### config.mk
export PLATFORM = sky130hd
export DESIGN_NAME = circle_engine
export DESIGN_NICKNAME = d
export VERILOG_FILES = /design/src/rtl/circle_pkg.sv /design/src/rtl/circle_octant_map.sv /design/src/rtl/circle_engine.sv
export SDC_FILE = /design/constraint.sdc
export NUM_CORES = 1
export LEC_CHECK = 0
export BUFFER_PORTS_ARGS = -buffer_cell sky130_fd_sc_hd__buf_2
export CAP_MARGIN = 25
export CORE_MARGIN = 1
export CORE_UTILIZATION = 45
export CTS_BUF_LIST = sky130_fd_sc_hd__clkbuf_2
export CTS_CLUSTER_DIAMETER = 50
export CTS_CLUSTER_SIZE = 30
export DETAILED_ROUTE_END_ITERATION = 8
export GPL_ROUTABILITY_DRIVEN = 0
export PLACE_DENSITY = 0.6
export SETUP_SLACK_MARGIN = 0.2
export SKIP_CTS_REPAIR_TIMING = 1
export SYNTH_ARGS = -nofsm -noshare
export SYNTH_HDL_FRONTEND = slang
export SYNTH_SLANG_ARGS = --single-unit
### constraint.sdc
create_clock -name clk -period 4.9 [get_ports clk]
set_clock_uncertainty 0.15 [all_clocks]
set_input_delay 0.49 -clock clk [delete_from_list [all_inputs] [get_ports clk]]
set_output_delay 0.49 -clock clk [all_outputs]
set_load 0.005 [all_outputs]
### src/rtl/circle_pkg.sv
// Shared types and constants for the circle rasteriser.
// The S_CLEAR state exists only when CIRCLE_ENGINE_CLEAR_EN is defined.
package circle_pkg;

    typedef enum logic [2:0] {
        S_IDLE,
        S_OCT,
        S_STEP,
        S_DONE
`ifdef CIRCLE_ENGINE_CLEAR_EN
        , S_CLEAR
`endif
    } state_t;

    typedef logic [2:0] oct_t;

    localparam int DEF_SCREEN_W = 160;
    localparam int DEF_SCREEN_H = 120;

    // Signed coordinate width: widest operand plus room for the sign and a carry.
    function automatic int coord_width(input int x_dw, input int y_dw, input int r_dw);
        int m;
        m = x_dw;
        if (y_dw > m) m = y_dw;
        if (r_dw > m) m = r_dw;
        return m + 2;
    endfunction

endpackage

### src/rtl/circle_octant_map.sv
// Combinational octant reflection of the current (ox, oy) offset around the
// centre, followed by screen clipping and the per-octant enable mask.
module circle_octant_map
    import circle_pkg::*;
#(
    parameter int SCREEN_W  = DEF_SCREEN_W,
    parameter int SCREEN_H  = DEF_SCREEN_H,
    parameter int X_DW      = 8,
    parameter int Y_DW      = 7,
    parameter int RADIUS_DW = 8
) (
    input  logic [X_DW-1:0]      cx,
    input  logic [Y_DW-1:0]      cy,
    input  logic [RADIUS_DW-1:0] ox,
    input  logic [RADIUS_DW-1:0] oy,
    input  oct_t                 oct,
    input  logic [7:0]           mask,
    input  logic                 active,
    output logic [X_DW-1:0]      px,
    output logic [Y_DW-1:0]      py,
    output logic                 plot
);
    localparam int CW = coord_width(X_DW, Y_DW, RADIUS_DW);
    typedef logic signed [CW-1:0] coord_t;

    coord_t sx, sy, sox, soy, px_s, py_s;
    logic   in_x, in_y;

    assign sx  = coord_t'({{(CW-X_DW){1'b0}}, cx});
    assign sy  = coord_t'({{(CW-Y_DW){1'b0}}, cy});
    assign sox = coord_t'({{(CW-RADIUS_DW){1'b0}}, ox});
    assign soy = coord_t'({{(CW-RADIUS_DW){1'b0}}, oy});

    always_comb begin
        px_s = sx + sox;
        py_s = sy + soy;
        case (oct)
            3'd0: begin px_s = sx + sox; py_s = sy + soy; end
            3'd1: begin px_s = sx + soy; py_s = sy + sox; end
            3'd2: begin px_s = sx - soy; py_s = sy + sox; end
            3'd3: begin px_s = sx - sox; py_s = sy + soy; end
            3'd4: begin px_s = sx - sox; py_s = sy - soy; end
            3'd5: begin px_s = sx - soy; py_s = sy - sox; end
            3'd6: begin px_s = sx + soy; py_s = sy - sox; end
            3'd7: begin px_s = sx + sox; py_s = sy - soy; end
        endcase
    end

    // Coordinates are forced to zero whenever no pixel is written.
    always_comb begin
        in_x = !px_s[CW-1] && (px_s < coord_t'(SCREEN_W));
        in_y = !py_s[CW-1] && (py_s < coord_t'(SCREEN_H));
        plot = active && mask[oct] && in_x && in_y;
        px   = plot ? px_s[X_DW-1:0] : '0;
        py   = plot ? py_s[Y_DW-1:0] : '0;
    end

endmodule

### src/rtl/circle_engine.sv
// Self-sequenced Bresenham circle rasteriser driving the VGA pixel interface.
// Define CIRCLE_ENGINE_CLEAR_EN to add a full-screen clear sweep before drawing.
module circle_engine
    import circle_pkg::*;
#(
    parameter int SCREEN_W  = DEF_SCREEN_W,
    parameter int SCREEN_H  = DEF_SCREEN_H,
    parameter int X_DW      = 8,
    parameter int Y_DW      = 7,
    parameter int RADIUS_DW = 8,
    parameter int COLOUR_DW = 3
) (
    input  logic                 clk,
    input  logic                 resetn,
    input  logic                 start,
`ifdef CIRCLE_ENGINE_CLEAR_EN
    input  logic                 clear_first,
`endif
    input  logic [X_DW-1:0]      centre_x,
    input  logic [Y_DW-1:0]      centre_y,
    input  logic [RADIUS_DW-1:0] radius,
    input  logic [COLOUR_DW-1:0] colour,
    input  logic [7:0]           oct_mask,
    output logic                 busy,
    output logic                 done,
    output logic [X_DW-1:0]      vga_x,
    output logic [Y_DW-1:0]      vga_y,
    output logic [COLOUR_DW-1:0] vga_colour,
    output logic                 vga_plot
);
    localparam int OW  = RADIUS_DW + 2;
    localparam int CRW = RADIUS_DW + 3;

    state_t                state, state_n;
    oct_t                  oct, oct_n;
    logic [X_DW-1:0]       cx_q, cx_n;
    logic [Y_DW-1:0]       cy_q, cy_n;
    logic [COLOUR_DW-1:0]  colour_q, colour_n;
    logic [7:0]            mask_q, mask_n;
    logic signed [OW-1:0]  ox, ox_n, oy, oy_n;
    logic signed [CRW-1:0] crit, crit_n;
    int                    ox_i, oy_i, crit_i;

    logic [X_DW-1:0]       map_x;
    logic [Y_DW-1:0]       map_y;
    logic                  map_plot;

`ifdef CIRCLE_ENGINE_CLEAR_EN
    logic [X_DW-1:0]       clr_x, clr_x_n;
    logic [Y_DW-1:0]       clr_y, clr_y_n;
`endif

    always_ff @(posedge clk or negedge resetn) begin
        if (!resetn) begin
            state    <= S_IDLE;
            oct      <= '0;
            cx_q     <= '0;
            cy_q     <= '0;
            colour_q <= '0;
            mask_q   <= '0;
            ox       <= '0;
            oy       <= '0;
            crit     <= '0;
`ifdef CIRCLE_ENGINE_CLEAR_EN
            clr_x    <= '0;
            clr_y    <= '0;
`endif
        end else begin
            state    <= state_n;
            oct      <= oct_n;
            cx_q     <= cx_n;
            cy_q     <= cy_n;
            colour_q <= colour_n;
            mask_q   <= mask_n;
            ox       <= ox_n;
            oy       <= oy_n;
            crit     <= crit_n;
`ifdef CIRCLE_ENGINE_CLEAR_EN
            clr_x    <= clr_x_n;
            clr_y    <= clr_y_n;
`endif
        end
    end

    // The step arithmetic runs in int so ox may go negative (radius 0) without wrapping.
    always_comb begin
        state_n  = state;
        oct_n    = oct;
        cx_n     = cx_q;
        cy_n     = cy_q;
        colour_n = colour_q;
        mask_n   = mask_q;
        ox_n     = ox;
        oy_n     = oy;
        crit_n   = crit;
        ox_i     = 0;
        oy_i     = 0;
        crit_i   = 0;
`ifdef CIRCLE_ENGINE_CLEAR_EN
        clr_x_n  = clr_x;
        clr_y_n  = clr_y;
`endif
        case (state)
            S_IDLE: begin
                if (start) begin
                    cx_n     = centre_x;
                    cy_n     = centre_y;
                    colour_n = colour;
                    mask_n   = oct_mask;
                    ox_n     = OW'(radius);
                    oy_n     = '0;
                    crit_n   = CRW'(1 - int'(radius));
                    oct_n    = '0;
                    state_n  = S_OCT;
`ifdef CIRCLE_ENGINE_CLEAR_EN
                    clr_x_n  = '0;
                    clr_y_n  = '0;
                    if (clear_first) state_n = S_CLEAR;
`endif
                end
            end
            S_OCT: begin
                oct_n = oct + 3'd1;
                if (oct == 3'd7) state_n = S_STEP;
            end
            S_STEP: begin
                oy_i = int'(oy) + 1;
                if (crit[CRW-1] || (crit == '0)) begin
                    ox_i   = int'(ox);
                    crit_i = int'(crit) + 2 * oy_i + 1;
                end else begin
                    ox_i   = int'(ox) - 1;
                    crit_i = int'(crit) + 2 * (oy_i - ox_i) + 1;
                end
                oy_n    = OW'(oy_i);
                ox_n    = OW'(ox_i);
                crit_n  = CRW'(crit_i);
                oct_n   = '0;
                state_n = (oy_i <= ox_i) ? S_OCT : S_DONE;
            end
            S_DONE: state_n = S_IDLE;
`ifdef CIRCLE_ENGINE_CLEAR_EN
            S_CLEAR: begin
                if (clr_y == Y_DW'(SCREEN_H - 1)) begin
                    clr_y_n = '0;
                    if (clr_x == X_DW'(SCREEN_W - 1)) state_n = S_OCT;
                    else clr_x_n = clr_x + 1'b1;
                end else begin
                    clr_y_n = clr_y + 1'b1;
                end
            end
`endif
            default: state_n = S_IDLE;
        endcase
    end

    circle_octant_map #(
        .SCREEN_W  (SCREEN_W),
        .SCREEN_H  (SCREEN_H),
        .X_DW      (X_DW),
        .Y_DW      (Y_DW),
        .RADIUS_DW (RADIUS_DW)
    ) u_map (
        .cx     (cx_q),
        .cy     (cy_q),
        .ox     (ox[RADIUS_DW-1:0]),
        .oy     (oy[RADIUS_DW-1:0]),
        .oct    (oct),
        .mask   (mask_q),
        .active (state == S_OCT),
        .px     (map_x),
        .py     (map_y),
        .plot   (map_plot)
    );

    always_comb begin
        busy       = (state == S_OCT) || (state == S_STEP);
        done       = (state == S_DONE);
        vga_x      = map_x;
        vga_y      = map_y;
        vga_plot   = map_plot;
        vga_colour = (state == S_OCT) ? colour_q : '0;
`ifdef CIRCLE_ENGINE_CLEAR_EN
        if (state == S_CLEAR) begin
            busy       = 1'b1;
            vga_x      = clr_x;
            vga_y      = clr_y;
            vga_plot   = 1'b1;
            vga_colour = '0;
        end
`endif
    end

endmodule
==> results by group <==
Synth
  • Compound-gate portion of the synthesized area: between 20 and 25%
  • Ys async rst share: 100%
  • Main combinational cell family by area after synthesis: compound AO/OA/AOI/OAI gates
  • Cell Area, Synth: around 7300 µm²
  • Synth Area per Inst: 8.44 µm²
  • Post-synthesis mux area share: between 6 and 7%
  • Main synth FF type: dfrtp_1
  • XOR/XNOR Fraction of Synth Area: a little under a tenth
  • Sequential-to-total area share from yosys stat: between 20% and 30%
  • Post-Synth Simple-Gate Area: between 10% and 20%
  • Number of synthesis warnings: 0
  • Synthesis-stage register bit count: between 60 and 70
  • Post-synth net total: roughly 1000
  • Adder-Cell Fraction of Synth Area: about a fifth
  • Post-Synthesis Cells: 870
  • Synth unique cells: 83
  • Post-synth EDFFs: 0

Cells and area
  • Commonest cells after routing, fill and taps aside: ha_1 (93), nor2_1 (70), o21ai_0 (66), nand2_1 (64), dfrtp_1 (60)
  • Share of cells above drive strength 1: between 20% and 30%
  • N_diodes: 0
  • Nets: between 1000 and 1500
  • Filler Cells Inserted: roughly 1500
  • Most common cell after layout, fill and taps aside: ha_1
  • Area growth syn-to-layout: 18.7%

STA
  • Post-route setup TNS: 0 ns
  • Min cycle time layout: around 4.7 ns
  • Slew Limit Fails: 0
  • Tightest Pin Transition: 0.966 ns
  • Relative slew slack: 33.9%
  • Fmax: ~210 MHz
  • Final setup fails: 0
  • RSZ-0062 raised after global routing: yes
  • Fin. Hold Viols: 0
  • Hold_ws: 0.0974 ns
  • Final worst-path cycle share: a little over nine tenths
  • Fin worst setup slack: roughly 0.16 ns

Power and ir drop
  • LEAKAGE: roughly 0.0038 µW
  • Maximum vdd drop: 0.000363 V
  • Power per Cell Area: about 830 nW/µm²
  • Total power: 7270 µW

Detailed routing
  • Routed WL per cell: 17.9 µm
  • Initial DRT Pass Iterations: 5
  • DRC: 0
  • Via/cell ratio: about 5.8
  • Vias: around 7000
  • Initial detailed-routing violation count: approximately 530
  • Total wire length: between 20000 and 25000 µm
  • Routed Antenna Nets: 0

Critical path
  • Worst-path maximum fanout: 7
  • Critical setup path kind: reg2out
  • CP startpoint kind: flop
  • R2R Path End: crit[10]$_DFFE_PN0P_
  • Reg2reg path depth: 16
  • R2R Path Start: oy[0]$_DFFE_PN0P_
  • FF-to-FF setup slack: around 0.65 ns
  • Worst setup path start: oct[0]$_DFFE_PN0P_
  • Worst EP arrival: roughly 4.1 ns
  • Worst EP required: 4.26 ns
  • CP Capture Type: primary output
  • Critical Path End: vga_x[3]

Clock tree
  • Number of CTS-inserted buffers: 9
  • Longest Clk Path Bufs: 2
  • CTS tree: built
  • Root Driver: clkbuf_2
  • Clock Pin Slew Worst Setup and Hold Paths: between 0.2 and 0.25 ns
  • CTS H-Tree Depth: 3
  • Worst skew pair latency: 0.57 ns
  • CTS Sinks: between 60 and 70

Job
  • Max-Cap Viols: 0

Placement
  • Port buffer count: between 50 and 60
  • Pre-CTS WS: slightly below 0.01 ns
  • Hpwl dp: between 15000 and 20000 µm

Die
  • Die area: 16800 µm²
  • Cell row count: 46
  • Core ar.: about 16000 µm²
  • Die height: between 100 and 150 µm
  • Die width: about 130 µm
  • # IOs: 58
  • Initial core utilization: between 40 and 50%

Min path
  • Min-Delay Path Class: in2reg
  • Hold_sp: radius[6]

Global routing
  • Vias in the first global route: just over 6000
  • Global-route wire length before repair: around 33000 µm
  • Gr ovfl total: 0
  • Initial antenna violation count: 0
  • Largest net degree at the start of global routing: 63
  • GRT Util Overall: 25.8%

Run status
  • Status: finished, final reports clean
==> worst max-delay path: stages, from the launching register on <==
cell and delay, ns:
dfrtp_2 0.50, ha_2 0.25, ha_4 0.19, nor2_4 0.16, o21ai_0 0.12, ha_2 0.21
fa_2 0.37, a211oi_2 0.23, o21bai_2 0.13, a21oi_2 0.14, xnor2_1 0.15, a32oi_1 0.13
or3b_4 0.44, o2111ai_4 0.13, clkbuf_16 0.22, nor2_2 0.04, buf_2 0.13
==> routing by layer <==
metal	track usage (%)	vias to the layer above	share of wire, %
li1	-	3411	-
met4	5.47	0	1.4
met2	39.8	214	44
met1	37.7	3269	49
met5	0	-	0
met3	4.18	24	5.8
==> power by group <==
part / switching (µW) / internal, µW
Combinational: 3180 / 2600
Clock: 228 / 221
Sequential: 309 / 723
Total: 3720 / 3540
==> worst min-delay path by stage <==
| stage | to | slack (ns) | depth (start not counted) |
|---|---|---|---|
| 2_1_floorplan | colour_q[0]$_DFFE_PN0P_ | 0.04 | 0 |
| 3_3_place_gp | colour_q[1]$_DFFE_PN0P_ | 0.34 | 1 |
| 3_5_place_dp | colour_q[1]$_DFFE_PN0P_ | 0.34 | 1 |
| 4_1_cts | cx_q[7]$_DFFE_PN0P_ | -0.06 | 2 |
| 5_1_grt | ox[5]$_DFFE_PN0P_ | 0.09 | 3 |
| 6_report | ox[6]$_DFFE_PN0P_ | 0.1 | 3 |
==> area by class of cell <==
type	instances	area (µm²)	share of cell area, %
clock inverters	6	110	1.26
multi-input cells	732	5650	64.8
well taps	216	270	3.10
inverters	55	211	2.43
flip-flops and latches	62	1550	17.8
clock buffers	10	50.0	0.574
repair buffers	121	873	10.0
==> through the flow <==
step | util [%] | instance area, µm² | std cells
6_report | 54.9 | 8710 | 1202
5_1_grt | 54.9 | 8710 | 1202
4_1_cts | 50.8 | 8070 | 1154
3_5_place_dp | 49.8 | 7910 | 1138
3_3_place_gp | 49.8 | 7910 | 1138
2_1_floorplan | - | 7340 | 870
==> flip-flops by register name, summed over array words and instances (netlist names) <==
signal,flops
colour_q,3
crit,11
cx_q,8
cy_q,7
mask_q,8
oct,3
ox,10
oy,10
state,2
==> synthesized netlist by cell type, drive strengths merged, types with 5 or more instances <==
cell type	n	area share (%)
nor2	83	4.7
fa	9	2.5
dfrtp	62	21
o21a	8	0.82
nor3	17	1.2
a21oi	57	4.0
buf	8	0.94
nor3b	5	0.51
ha	98	17
a211oi	19	2.0
nor4b	6	0.80
a21o	12	1.2
nor2b	11	0.94
nand4	6	0.60
o21ai	76	5.2
o21bai	9	0.92
a31oi	6	0.51
nand2b	6	0.51
nor4	6	0.80
and3	5	0.43
o211ai	15	1.5
o22ai	9	0.77
a22o	5	0.60
nand3	18	1.2
o2111ai	5	0.68
clkbuf	14	0.72
mux2	27	4.1
xnor2	53	6.3
inv	54	2.8
xor2	22	2.7
nand2	65	3.3
and2	7	0.61
mux2i	11	1.6
a221oi	8	0.95
or3	9	0.78
==> cells by family after synthesis <==
group	count (synthesis)
AOI/OAI and AO/OA	252
xor gates and xnor gates	75
adders and majority gates	107
buffers and inverters	77
DFF	62
muxes	40
and+or+nand+nor	257
Power figures use the tool's default switching activity.
